<file path="src/rtl/sport_tx.sv">
// rtl/sport_tx.sv - SPORT transmitter: word FIFO, MSB-nibble-first serialiser framed by active-low FS
module sport_tx #(
    parameter int WORD_W     = 32,
    parameter int LANE_W     = 4,
    parameter int GAP_CYCLES = 1,
    parameter int FIFO_DEPTH = 2
) (
    input  logic              sport_clk,
    input  logic              rst_n,
    input  logic              tx_en,
    input  logic [WORD_W-1:0] in_data,
    input  logic              in_valid,
    output logic              in_ready,
    output logic              FS,
    output logic [LANE_W-1:0] data,
    output logic              busy,
    output logic              frame_done,
    output logic [15:0]       frame_cnt
);

    localparam int NIBBLES = WORD_W / LANE_W;
    localparam int NIB_W   = $clog2(NIBBLES + 1);
    localparam int PTR_W   = (FIFO_DEPTH > 1) ? $clog2(FIFO_DEPTH) : 1;
    localparam int CNT_W   = $clog2(FIFO_DEPTH + 1);

    localparam logic [NIB_W-1:0] NIB_LAST = NIB_W'(NIBBLES);
    localparam logic [3:0]       GAP_LAST = 4'(GAP_CYCLES);
    localparam logic [CNT_W-1:0] FULL_CNT = CNT_W'(FIFO_DEPTH);

    typedef enum logic [1:0] {IDLE, SHIFT, GAP} state_t;

    logic [WORD_W-1:0] mem [FIFO_DEPTH];
    logic [PTR_W-1:0]  wr_ptr, rd_ptr;
    logic [CNT_W-1:0]  count, count_next;
    logic [WORD_W-1:0] head;
    logic              push, pop, can_start, gap_done;

    state_t            state;
    logic [WORD_W-1:0] shreg;
    logic [NIB_W-1:0]  nib_cnt;
    logic [3:0]        gap_cnt;

    assign push      = in_valid & in_ready;
    assign can_start = tx_en && (count != '0);
    assign gap_done  = (gap_cnt == GAP_LAST);
    // A frame may only be launched from IDLE or from the last gap cycle.
    assign pop       = can_start && ((state == IDLE) || ((state == GAP) && gap_done));
    assign head      = mem[rd_ptr];

    always_comb begin
        count_next = count;
        if (push && !pop)
            count_next = count + CNT_W'(1);
        else if (!push && pop)
            count_next = count - CNT_W'(1);
    end

    always_ff @(negedge sport_clk) begin
        if (push)
            mem[wr_ptr] <= in_data;
    end

    always_ff @(negedge sport_clk or negedge rst_n) begin
        if (!rst_n) begin
            wr_ptr   <= '0;
            rd_ptr   <= '0;
            count    <= '0;
            in_ready <= 1'b1;
        end else begin
            if (push)
                wr_ptr <= wr_ptr + PTR_W'(1);
            if (pop)
                rd_ptr <= rd_ptr + PTR_W'(1);
            count    <= count_next;
            in_ready <= (count_next != FULL_CNT);
        end
    end

    always_ff @(negedge sport_clk or negedge rst_n) begin
        if (!rst_n) begin
            state      <= IDLE;
            FS         <= 1'b1;
            data       <= '0;
            busy       <= 1'b0;
            frame_done <= 1'b0;
            frame_cnt  <= '0;
            shreg      <= '0;
            nib_cnt    <= '0;
            gap_cnt    <= '0;
        end else begin
            frame_done <= 1'b0;
            if (pop) begin
                FS      <= 1'b0;
                data    <= head[WORD_W-1 -: LANE_W];
                shreg   <= head << LANE_W;
                nib_cnt <= NIB_W'(1);
                busy    <= 1'b1;
                state   <= SHIFT;
            end else begin
                case (state)
                    SHIFT: begin
                        if (nib_cnt == NIB_LAST) begin
                            FS         <= 1'b1;
                            data       <= '0;
                            frame_done <= 1'b1;
                            frame_cnt  <= frame_cnt + 16'd1;
                            gap_cnt    <= 4'd1;
                            state      <= GAP;
                        end else begin
                            data    <= shreg[WORD_W-1 -: LANE_W];
                            shreg   <= shreg << LANE_W;
                            nib_cnt <= nib_cnt + NIB_W'(1);
                        end
                    end
                    GAP: begin
                        if (gap_done) begin
                            busy  <= 1'b0;
                            state <= IDLE;
                        end else begin
                            gap_cnt <= gap_cnt + 4'd1;
                        end
                    end
                    default: ;
                endcase
            end
        end
    end

endmodule
</file>
<file path="config.mk">
export PLATFORM = sky130hd
export DESIGN_NAME = sport_tx
export DESIGN_NICKNAME = d
export VERILOG_FILES = /design/src/rtl/sport_tx.sv
export SDC_FILE = /design/constraint.sdc
export NUM_CORES = 1
export LEC_CHECK = 0
export ABC_CLOCK_PERIOD_IN_PS = 2700
export CAP_MARGIN = 20
export CORE_MARGIN = 1
export CORE_UTILIZATION = 30
export DETAILED_ROUTE_END_ITERATION = 7
export PLACE_DENSITY = 0.5
export SLEW_MARGIN = 20
export SYNTH_ARGS = -nofsm -noshare
export SYNTH_HDL_FRONTEND = slang
export SYNTH_SLANG_ARGS = --single-unit
</file>
<file path="constraint.sdc">
create_clock -name sport_clk -period 2.7 [get_ports sport_clk]
set_input_delay 0.405 -clock sport_clk [delete_from_list [all_inputs] [get_ports sport_clk]]
set_output_delay 0.405 -clock sport_clk [all_outputs]
set_load 0.05 [all_outputs]
</file>
### Word-level counts from Yosys, hierarchy flattened

Memory sizes are Yosys's and may differ from the RTL's.
Cells that the tools add are included.

* register bits after elaboration: 70
* bits in writable memories: 64
* input port bits: 36
* output and inout bits: 24
* word-level logic and storage cells: 84
* memories: 1

Memory list
* mem: depth 2, width 32, read ports 1, clocked after Yosys merged registers in 0, write ports 1, line 32 `logic [WORD_W-1:0] mem [FIFO_DEPTH];`

* $add $sub $neg: 7
* eq/ne operators: 10
* muxes and demuxes: 29
* bitwise operators: 2
* reductions and logical operators: 22

Operator list (count)
* 2-to-1 mux 32 bit: 3
* 2-to-1 mux 4 bit: 8
* adder 16 x 1 -> 16 bit, second input constant: 1
* nonzero test 2 bit: 6
* 2-to-1 mux 1 bit: 11
* 2-to-1 mux 2 bit: 5
* adder 4 x 1 -> 4 bit, second input constant: 2
* inequality test 2 bit, second input constant: 4
* one-hot mux 4 bit (2 select lines): 1
* inequality test 3 bit, second input constant: 2
* AND reduction 2 bit: 3
* AND reduction 3 bit: 2
* logical AND 1 bit: 5
* equality test 4 x 1 -> 1 bit, second input constant: 1
* equality test 4 bit, second input constant: 1
* one-hot mux 2 bit (2 select lines): 1
* AND reduction 4 bit: 1
* nonzero test 3 bit: 1
* adder 1 bit, second input constant: 2
* adder 2 x 1 -> 2 bit, second input constant: 1
* equality test 2 x 1 -> 1 bit, second input constant: 1
* equality test 2 bit, second input constant: 1
* zero test 1 bit: 2
* zero test 2 bit: 1
* 4 further kinds: 4

### Longest topological paths before layout

Gate-level depths: netlist (run 1).

* word-level depth: 8
* gate-level depth with buffers: 8
* gate-level depth less buffers: 6

==> flow_summary.toml, run 1 <==
[yosys]
synthAdderAreaFrac = 0.0142
async_flop_share = 0.508
syn_area_per_cell_um2 = 13.8
synth-simple-area-share = 0.111
synth-compound-area-share = 0.0678
yosysTopAreaCell = "edfxtp_1"
muxShareOfSynthArea = 0.0648
ys_seq_area_frac = 0.678
synth-edff-count = 64
synth_top_family_by_area = "simple AND/OR/NAND/NOR gates"
ys_warn_count = 0
netlist_instances = 383
synth_top_area_frac = 0.364
ys.flop_type = "edfxtp_1"
ys_ff_latch = 130
netlist_area_mm2 = 0.00528
ys_types = 47
synthTopCellsByArea = "edfxtp_1 (36%), dfrtn_1 (30%), mux2i_1 (6.3%)"
synth_xor_area_frac = 0.0382
syn_nets = 425

[critical_path]
setup.worst_path.class = "reg2out"
crit_path_end_kind = "output pin"
slowest_delay_ns = 0.55
path_max_fanout = 2
cp_slowest_cell = "dfstp_2"
path_buf_inv = 1
crit_family = "flip-flops"
critPathArrivalTime_ns = 2.48
path_cells = "buf_12"
cp-start-kind = "flip-flop"
critPathRequiredTime_ns = 2.30

[global_routing]
grt_pass1_wl_mm = 18.4
grt_pass1_vias = 3815
grt_max_degree = 35
gr-usage-all-layers = 0.135
grt_overflow_total = 0
antenna_found_initial = 0

[cts]
clkTransAtPathRegs_ns = 0.05
cts_sinks = 130
cts_buffers = 17
cts_tree = "built"
root_buffer = "clkbuf_16"
clkLatencyLatePin_ns = 0.45
clockBufferDepth = 2
h-tree-depth = 4

[floorplanning]
core.rowCount = 48
ios = 60
fp.dieH_um = 135
die-area_mm2 = 0.0181
initial_utilization = 0.306
die_w_um = 135
core-area_mm2 = 0.0172

[placement]
dp_slack_ns = -0.661
io_buffers = 59
gp_congestion = 0.728
place_hpwl_mm = 7.31
dp_cells = 670
place_area_mm2 = 0.00662

[routing]
wl_per_cell_um = 14.1
vias = 3649
firstDrtPassIters = 4
drc = 0
drt_wl_total_mm = 11.2
via_per_inst = 4.60
ant_nets = 0
drt_iter0_drc = 216

[power]
powerDensity_mw_per_mm2 = 1090
vdd_ir_drop_max_mv = 0.551
p_leak_nw = 3.39
p_total_mw = 8.38

[sta]
hold_viol_final = 0
worst_slack_ns = -0.189
relSlewSlack = 0.606
drv_slew = 0
setup_viol = 24
fin_skew_ns = 0.0564
worst_pin_slew_ns = 0.590
rsz0062_at_grt = "true"

[flow_run]
maxCapViolations = 0

[finish]
fillerInstances = 1575
instances_no_fill = 793
layout-drive-gt1-share = 0.217
layout.nets = 597
postLayoutCellArea_mm2 = 0.00767
final-seq-area_mm2 = 0.00358
synthToLayoutAreaGrowth_pct = 45.4
antennaDiodeCount = 0
multi_input_area_mm2 = 0.00161

[run_status]
status = "finished with violations"
violations = "setup timing"

[min_path]
holdCritPathClass = "reg2reg"
## cell usage after synthesis (2+ instances only)
cell type   n
ha_1        6
o21ai_1     5
mux2i_1    33
nor2b_1     2
o211ai_1   22
nor3_1      3
nand3_1    34
buf_4       2
inv_1      10
o221ai_1    6
a21oi_1     2
o21ai_0     4
xor2_1      8
clkbuf_1    5
xnor2_1    15
nor3b_2     2
edfxtp_1   64
nor2_1     10
dfstp_2     2
nand4_1     6
nor4_2      2
dfrtn_1    64
buf_2      12
nand2_1    38
nand2b_1    2
and3_1      3
## layout by cell type, fill, tap and decap left out, drive strengths merged, types with 20 or more instances in the layout
| cell type | instances |
|---|---|
| edfxtp | 64 |
| o211ai | 22 |
| nand2 | 38 |
| inv | 83 |
| dfrtn | 64 |
| clkdlybuf4s50 | 32 |
| nand3 | 34 |
| mux2i | 33 |
| buf | 73 |
| clkbuf | 20 |
## flip-flops by register name, indices dropped and copies added, names as in the netlist
| signal | cells |
|---|---|
| nib_cnt | 4 |
| in_ready | 1 |
| data | 4 |
| rd_ptr | 1 |
| gap_cnt | 4 |
| FS | 1 |
| busy | 1 |
| shreg | 28 |
| frame_cnt | 16 |
| frame_done | 1 |
| mem | 64 |
| count | 2 |
| wr_ptr | 1 |
| state | 2 |
## metrics by stage
step                      utilization  TNS, ns  hold slack, ns
after floorplan                     -   -0.881           0.386
final                           0.445    -1.62           0.442
after global routing            0.445    -2.30           0.468
after detailed placement        0.384   -52.56           0.421
after global placement          0.384   -52.90           0.407
after CTS                       0.441    -2.02           0.449
## final cells by class
type | count | share of cell area
Sequential cell | 130 | 0.466
Multi-Input combinational cell | 223 | 0.210
Timing Repair Buffer | 107 | 0.171
Clock buffer | 20 | 0.0638
Clock inverter | 78 | 0.0480
Tap cell | 225 | 0.0367
Inverter | 10 | 0.00490
## repair_timing
| item | in CTS | in global routing |
|---|---|---|
| resized for setup | 4 | 0 |
| setup endpoints to repair | 83 | 24 |
| setup buffers | 18 | 8 |
| hold buffers | 0 | 0 |
## routing by layer
layer	track usage	vias to the layer above	part of all wire
met2	0.223	68	0.50
met4	0.0624	0	0.013
met1	0.158	1817	0.45
met3	0.0465	12	0.035
li1	-	1752	-
met5	0	-	0
## worst paths after layout
| kind | endpoint | slack (ns) | cells past startpoint | startpoint |
|---|---|---|---|---|
| min in group asynchronous | frame_cnt[8] | 1.20 | 1 | rst_n |
| min | shreg[10] | 0.44 | 2 | shreg[6] |
| max | in_ready | -0.19 | 1 | in_ready |
| min reg2reg | shreg[10] | 0.44 | 2 | shreg[6] |
| max reg2reg | count[1] | 0.75 | 7 | gap_cnt[1] |
| max in group asynchronous | shreg[6] | 0.97 | 2 | rst_n |
## logic make-up (layout without fill, tap and decap cells)
| kind of cell | Yosys count | after routing |
|---|---|---|
| muxes | 34 | 34 |
| buffers and inverters | 30 | 215 |
| and+or+nand+nor | 112 | 112 |
| DFF | 130 | 130 |
| xor gates and xnor gates | 23 | 23 |
| adders and majority gates | 6 | 6 |
| AOI/OAI and AO/OA | 48 | 48 |
## power breakdown
group	internal [mW]	switching, mW
clock	1.55	1.16
combinational	1.20	1.48
sequential	2.69	0.311
(Power assumes the default switching activity.)
==> inputs of run 2 (changes only) <==
--- a/config.mk
+++ b/config.mk
@@ -5,12 +5,13 @@
 export SDC_FILE = /design/constraint.sdc
 export NUM_CORES = 1
 export LEC_CHECK = 0
-export ABC_CLOCK_PERIOD_IN_PS = 2700
+export ABC_CLOCK_PERIOD_IN_PS = 2300
 export CAP_MARGIN = 20
 export CORE_MARGIN = 1
 export CORE_UTILIZATION = 30
+export CTS_CLUSTER_DIAMETER = 150
 export DETAILED_ROUTE_END_ITERATION = 7
-export PLACE_DENSITY = 0.5
+export PLACE_DENSITY = 0.52
 export SLEW_MARGIN = 20
 export SYNTH_ARGS = -nofsm -noshare
 export SYNTH_HDL_FRONTEND = slang
==> constraint.sdc (replaced) <==
create_clock -name sport_clk -period 2.3 [get_ports sport_clk]
set_input_delay 0.345 -clock sport_clk [delete_from_list [all_inputs] [get_ports sport_clk]]
set_output_delay 0.345 -clock sport_clk [all_outputs]
set_load 0.05 [all_outputs]
==> run 2 against run 1 <==
  * The run still ends with setup timing left
  * Total power is 17% higher
  * Sequential share of layout area hardly changed
  * Core utilization hardly changed
  * Routed wire length is 5.0% lower
  * First-iteration DRC count is 35% lower
  * Non-clock buffer count stayed put
==> flow_summary.toml, run 2 (synthesis results as in run 1) <==
[finish]
fin_util = 0.445
largest_reg_flops = 64
final_common_cell = "inv_1"
synthToLayoutAreaGrowth_pct = 45.3
layout-drive-gt1-share = 0.231
largest-register = "mem"
layout_common_cells = "inv_1 (75), dfrtn_1 (64), edfxtp_1 (64)"
antennaDiodeCount = 0
instances_no_fill = 793
layout.nets = 597
top_regs = "mem (64), shreg (28), frame_cnt (16)"

[flow_run]
maxCapViolations = 0

[routing]
drt_wl_total_mm = 10.7
vias = 3561
wl_per_cell_um = 13.4
firstDrtPassIters = 4
ant_nets = 0
via_per_inst = 4.49
drt_iter0_drc = 141
drc = 0

[critical_path]
critPathRequiredTime_ns = 1.96
worstSetupEndpoint = "in_ready"
r2r_slack_ns = 0.43
cp-start-kind = "flip-flop"
path_buf_inv = 1
cp_slowest_cell = "dfstp_2"
path_depth = 1
setup.worst_path.class = "reg2out"
critPathArrivalTime_ns = 2.30
slowest_delay_ns = 0.55
r2r_cells = 4
crit_family = "flip-flops"
r2r_end = "gap_cnt[3]"
worstSetupStartpoint = "in_ready"
r2r-start = "state[0]"
path_max_fanout = 2
crit_path_end_kind = "output pin"
path_cells = "buf_12"

[floorplanning]
initial_utilization = 0.306
core.rowCount = 48
die-area_mm2 = 0.0181
die_w_um = 135
core-area_mm2 = 0.0172
fp.dieH_um = 135
ios = 60

[power]
p_total_mw = 9.79
p_leak_nw = 3.38
vdd_ir_drop_max_mv = 0.821
powerDensity_mw_per_mm2 = 1280

[global_routing]
antenna_found_initial = 0
grt_pass1_vias = 3765
gr-usage-all-layers = 0.133
grt_pass1_wl_mm = 18.3
grt_overflow_total = 0
grt_max_degree = 33

[cts]
root_buffer = "clkbuf_16"
clkLatencyLatePin_ns = 0.45
clockBufferDepth = 2
cts_buffers = 17
cts_sinks = 130
h-tree-depth = 4
cts_hold_buf = 0
clkTransAtPathRegs_ns = 0.05
cts_tree = "built"

[sta]
worst_pin_slew_ns = 0.441
hold_viol_final = 0
setup_tns_ns = -5.04
fin_skew_ns = 0.0607
rsz0062_at_grt = "true"
setup_viol = 24
drv_slew = 0
relSlewSlack = 0.705
worst_slack_ns = -0.341

[placement]
gp_congestion = 0.762
io_buffers = 59
dp_cells = 679
place_hpwl_mm = 7.05

[run_status]
violations = "setup timing"
status = "finished with violations"

[min_path]
holdCritPathClass = "reg2reg"
-- run 2: how the worst min path moves through the flow --
stage                          from         to  depth (start not counted)
final                      shreg[5]   shreg[9]                          2
after global routing      shreg[16]  shreg[20]                          2
after global placement    mem[0][2]   shreg[6]                          2
after floorplan           mem[0][0]   shreg[4]                          2
after detailed placement  mem[1][2]   shreg[6]                          2
after CTS                  shreg[5]   shreg[9]                          2
-- run 2: routing by layer --
layer  track usage  wire (um)
met5             0          0
met3        0.0417        410
met2         0.213       5140
met4        0.0662        177
met1         0.164       4940
-- run 2: worst min-delay path, stage by stage (launching register included) --
cell	delay, ns
dfrtn_1	0.40
nand2_1	0.05
o211ai_1	0.07
-- run 2: what timing repair did --
item,CTS,global route
pin swaps,2,2
cloned,0,0
hold endpoints to repair,0,0
endpoints found under the setup margin,128,54
resized for setup,3,5
setup buffers,14,4
-- run 2: metrics by stage --
step	hold WS, ns	instance area [um^2]	setup slack [ns]
final	0.440	7660	-0.341
after detailed placement	0.408	6670	-0.732
after floorplan	0.386	5380	-0.168
after global routing	0.482	7660	-0.387
after global placement	0.399	6670	-0.705
after CTS	0.443	7630	-0.358
-- run 2: cell type report --
cell class,instances,area [um^2]
Sequential cell,130,3580
Clock buffer,18,450
Clock inverter,80,413
Tap cell,225,282
Inverter,10,37.5
Timing Repair Buffer,107,1260
Fill cell,1597,9570
Multi-Input combinational cell,223,1640
-- run 2: report_power, final --
part	total [mW]	internal [mW]	leakage, nW	switching (mW)
logic	3.12	1.40	1.28	1.72
registers	3.53	3.15	1.45	0.373
clock network	3.14	1.68	0.651	1.46
